===== config.mk =====
export PLATFORM = sky130hd
export DESIGN_NAME = mips_cpu_hilo_unit
export DESIGN_NICKNAME = d
export VERILOG_FILES = /design/src/rtl/mips_cpu_hilo_unit.sv
export SDC_FILE = /design/constraint.sdc
export NUM_CORES = 1
export LEC_CHECK = 0
export BUFFER_PORTS_ARGS = -buffer_cell sky130_fd_sc_hd__buf_2
export CORE_AREA = 2 2 120 122
export CTS_CLUSTER_SIZE = 16
export DETAILED_ROUTE_END_ITERATION = 8
export DIE_AREA = 0 0 122 124
export GPL_ROUTABILITY_DRIVEN = 0
export PLACE_DENSITY = 0.76
export REMOVE_ABC_BUFFERS = 1
export SETUP_SLACK_MARGIN = 0.15
export SYNTH_ARGS = -nofsm -noshare
export SYNTH_HDL_FRONTEND = slang
export SYNTH_SLANG_ARGS = --single-unit

===== constraint.sdc =====
create_clock -name clk -period 2.1 [get_ports clk]
set_input_delay 0.315 -clock clk [delete_from_list [all_inputs] [get_ports clk]]
set_output_delay 0.315 -clock clk [all_outputs]
set_load 0.05 [all_outputs]

===== src/rtl/mips_cpu_hilo_unit.sv =====
// HI/LO register unit with a fixed-latency multiply sequencer for a MIPS core.
// Define HILO_ACC_EN to enable MADD/MADDU accumulation into {HI,LO}.
module mips_cpu_hilo_unit #(
    parameter int MUL_LATENCY = 2
) (
    input  logic        clk,
    input  logic        reset_n,
    input  logic        mult_start,
    input  logic        mult_sign,
    input  logic        mult_acc,
    input  logic [31:0] op_a,
    input  logic [31:0] op_b,
    input  logic        mthi,
    input  logic        mtlo,
    input  logic [31:0] wdata,
    input  logic        mfhi,
    input  logic        mflo,
    output logic [31:0] mul_a,
    output logic [31:0] mul_b,
    output logic        mul_sign,
    input  logic [63:0] mul_product,
    output logic [31:0] hi,
    output logic [31:0] lo,
    output logic        busy,
    output logic        done,
    output logic        stall,
    output logic [1:0]  dbg_state
);

    localparam logic [1:0] IDLE = 2'd0;
    localparam logic [1:0] BUSY = 2'd1;
    localparam logic [3:0] LAT  = 4'(MUL_LATENCY);

    // Handshake: a request (mult_start/mthi/mtlo/mfhi/mflo) is taken only in a
    // cycle where stall is low; while stall is high the caller must hold it.
    logic [1:0]  state;
    logic [3:0]  cnt;
    logic [63:0] capture_val;

`ifdef HILO_ACC_EN
    logic acc_r;

    // Accumulate wraps modulo 2^64, matching MADD/MADDU semantics.
    assign capture_val = acc_r ? ({hi, lo} + mul_product) : mul_product;
`else
    logic unused_acc;

    assign unused_acc  = mult_acc;
    assign capture_val = mul_product;
`endif

    always_ff @(posedge clk) begin
        if (!reset_n) begin
            state    <= IDLE;
            cnt      <= 4'd0;
            hi       <= 32'd0;
            lo       <= 32'd0;
            mul_a    <= 32'd0;
            mul_b    <= 32'd0;
            mul_sign <= 1'b0;
            done     <= 1'b0;
`ifdef HILO_ACC_EN
            acc_r    <= 1'b0;
`endif
        end else begin
            done <= 1'b0;
            case (state)
                IDLE: begin
                    if (mthi) hi <= wdata;
                    if (mtlo) lo <= wdata;
                    // A same-cycle move is kept; the product overwrites it later.
                    if (mult_start) begin
                        mul_a    <= op_a;
                        mul_b    <= op_b;
                        mul_sign <= mult_sign;
`ifdef HILO_ACC_EN
                        acc_r    <= mult_acc;
`endif
                        cnt      <= LAT;
                        state    <= BUSY;
                    end
                end
                BUSY: begin
                    cnt <= cnt - 4'd1;
                    if (cnt == 4'd1) begin
                        {hi, lo} <= capture_val;
                        done     <= 1'b1;
                        state    <= IDLE;
                    end
                end
                default: begin
                    state <= IDLE;
                    cnt   <= 4'd0;
                end
            endcase
        end
    end

    assign busy      = (state == BUSY);
    assign stall     = busy & (mfhi | mflo | mthi | mtlo | mult_start);
    assign dbg_state = state;

endmodule


==> impl_results.md <==
- Worst skew pair latency: 410 ps
- Starting Density: 0.4263
- Die height: 124 microns
- Crit path max fanout: 53
- Number of unique standard cell types used by synthesis: 30
- Initial antenna violation count: 0
- Setup crit start: dbg_state[0]
- Power Density: 959.4 mW/mm^2
- CP Launch Type: flip-flop
- CP max stage cell: dfxtp_4
- Run status: finished clean
- CTS HTree Levels: 4
- Peak VDD IR: 0.0008656 V
- Drt first pass iters: 4
- Min Clock Period, post-route: 1823 ps
- Seq pwr share: 0.371
- RSZ-0062 raised after global routing: no
- Leakage power figure: 4.373 nW
- Highest-count cells in the layout ignoring fill and taps: buf_2, dfxtp_1, nand2_1
- Hold path endpoint: mul_b[19]
- Fmax achieved: 548.5 MHz
- Clock slew at reported path FFs: 60 ps
- Internal Power: 0.005339 W
- Min-Delay Path Class: in2reg
- R2R cell count: 6
- Clk_skew: 4.843 ps
- WP buf/inv: 2
- Bufs on Longest Clock Path: 2
- P_sw: 0.002383 W
- Detailed-route via count: 5535
- CP Data Required Time: 1780 ps
- Hold depth: 3
- Max stage delay on crit path: 430 ps
- Gr usage total: 0.2179
- Final max-slew violation count: 0
- Most common cell after layout, fill and taps aside: buf_2
- Cell depth of the worst setup path: 2
- Reg2Reg Setup Slack: 380 ps
- Nets: 1056
- Final setup fails: 0
- CP Class: reg2out
- # port buffers: 300
- Critical Path AT: 1510 ps
- Critical Path Sink Type: primary output
- Post-Route WL: 17210 microns
- Num ports: 303
- Via-to-Cell Ratio: 5.130
- Clk pwr share: 0.410
- Comb pwr share: 0.219
- Final Hold Fails: 0
- Post CTS Setup Buffer Count: 0
- Mapped Area: 0.005848 sq mm
- Avg WL per Cell: 15.95 microns
- Area growth from synthesis to layout: 37.63%
- Flops & latches, synth: 135
- Core area: 0.01372 sq mm
- Gr ovfl total: 0
- Largest net degree at the start of global routing: 79
- Ys Warns: 0
- CTS tree: yes
- TritonCTS Sinks: 135
- Row count: 43
- CTS Buf Count: 17
- Vias in the first global route: 5241
- DRC errors left: 0
- Final Util: 0.5867
- Cells after Synth: 614
- Cell total after placement: 1046
- Fin crit share: 0.8681
- CP Cell Sequence: buf_12 -> buf_2
- Worst Hold Launch: op_b[19]
- Die X: 122 microns
- Worst r2r src: cnt[1]
- Register area share after synthesis: 0.4621
- Die area: 0.01513 sq mm
- Worst path top cell family by delay: buffers and inverters
- Post-route insts no fill: 1079
- Max_cap viols: 0
- Avg Cell Area, Syn: 9.525 sq um
- Ratio of cells with drive above 1 in the final layout: 0.3898
- Critical register-to-register path endpoint: hi[1]
- DR iter-0 viols: 235
- Clock Root Buffer: clkbuf_16
- Final ANT Viol Nets: 0
- First-pass GRT wire length: 25760 microns
- Sw frac: 0.3086
- Hpwl dp: 11770 microns
## tightest hold or removal path, cell delays in order
cell and delay, ps:
buf_2 90, nand2_1 40, a21boi_1 50
## area by class of cell
cell class	count	area [sq um]
timing repair buffer	313	1680
sequential	135	2706
clock inverter	12	172.7
inverter	2	7.507
fill	1254	5670
antenna	1	2.502
multi-input combinational	416	2798
clock buffer	20	456.7
tap	180	225.2
## synth_stat cells (all sizes together)
master         n  area, sq um
a21oi          1        5.000
nand2        131        491.7
xor2           1        8.760
dfxtp        135         2703
o21ai         66        330.3
and2           1        6.260
dlygate4sd1    1        8.760
o31ai          1        7.510
clkbuf        30        112.6
or2            2        12.51
o21a           2        15.01
and4bb         1        16.27
a31oi          1        6.260
nor3           1        5.000
ha             2        25.02
nor2b          6        37.54
conb           1        3.750
o311a          1        10.01
nand2b         1        6.260
nor3b          1        7.510
nor2           1        3.750
o211a         64        640.6
or4            2        15.01
buf           30        234.0
mux2i         64        640.6
a21boi        65        488.0
inv            2        7.510
## flip-flops by register name, indices dropped and copies added, names as in the netlist
signal,count
cnt,4
mul_sign,1
lo,32
mul_a,32
done,1
hi,32
dbg_state,1
mul_b,32
## through the flow
step | worst slack [ps] | setup TNS, ps | instance area (sq um) | hold slack (ps) | power, W
3_3_place_gp | 414.0 | 0 | 7413 | 437.8 | 0.004588
4_1_cts | 163.1 | 0 | 8043 | 112.6 | 0.007791
2_1_floorplan | -3835 | -478220 | 5493 | 432.5 | 0.004073
5_1_grt | 202.7 | 0 | 8046 | 122.7 | 0.008000
3_5_place_dp | 391.0 | 0 | 7413 | 442.2 | 0.004610
6_report | 276.9 | 0 | 8049 | 134.7 | 0.007723
## metal layers
layer | GRT usage | part of all wire | vias to the layer above
li1 | - | - | 2689
met1 | 0.2429 | 0.40 | 2596
met2 | 0.3802 | 0.49 | 238
met3 | 0.1049 | 0.10 | 12
met4 | 0.04310 | 0.010 | 0
met5 | 0 | 0 | -
## how the worst max path moves through the flow
stage / endpoint / slack, ps
2_1_floorplan: mul_a[0] / -3830
3_3_place_gp: stall / 410
3_5_place_dp: hi[1] / 390
4_1_cts: stall / 160
5_1_grt: dbg_state[0] / 200
6_report: dbg_state[0] / 280
## power groups by stage
stage	clock, W	sequential (W)	combinational, W
floorplan	0	0.00361	0.000462
global placement	0	0.00291	0.00168
detailed placement	0	0.00291	0.00170
CTS	0.00323	0.00286	0.00170
global route	0.00332	0.00288	0.00180
finish	0.00317	0.00286	0.00169
## logic make-up after synthesis
family	share of synthesized area
compound gates	0.2570
simple gates	0.1029
flops	0.4621
mux	0.1095
buf+inv	0.06205
fa+ha+maj	0.004278
other cells	0.0006412
xor+xnor	0.001498
## timing repair
item,4_1_cts,5_1_grt
resized for setup,0,1
setup endpoints to repair,0,1
hold buffers,0,0
Note: power is estimated with default switching activity, not from simulation.
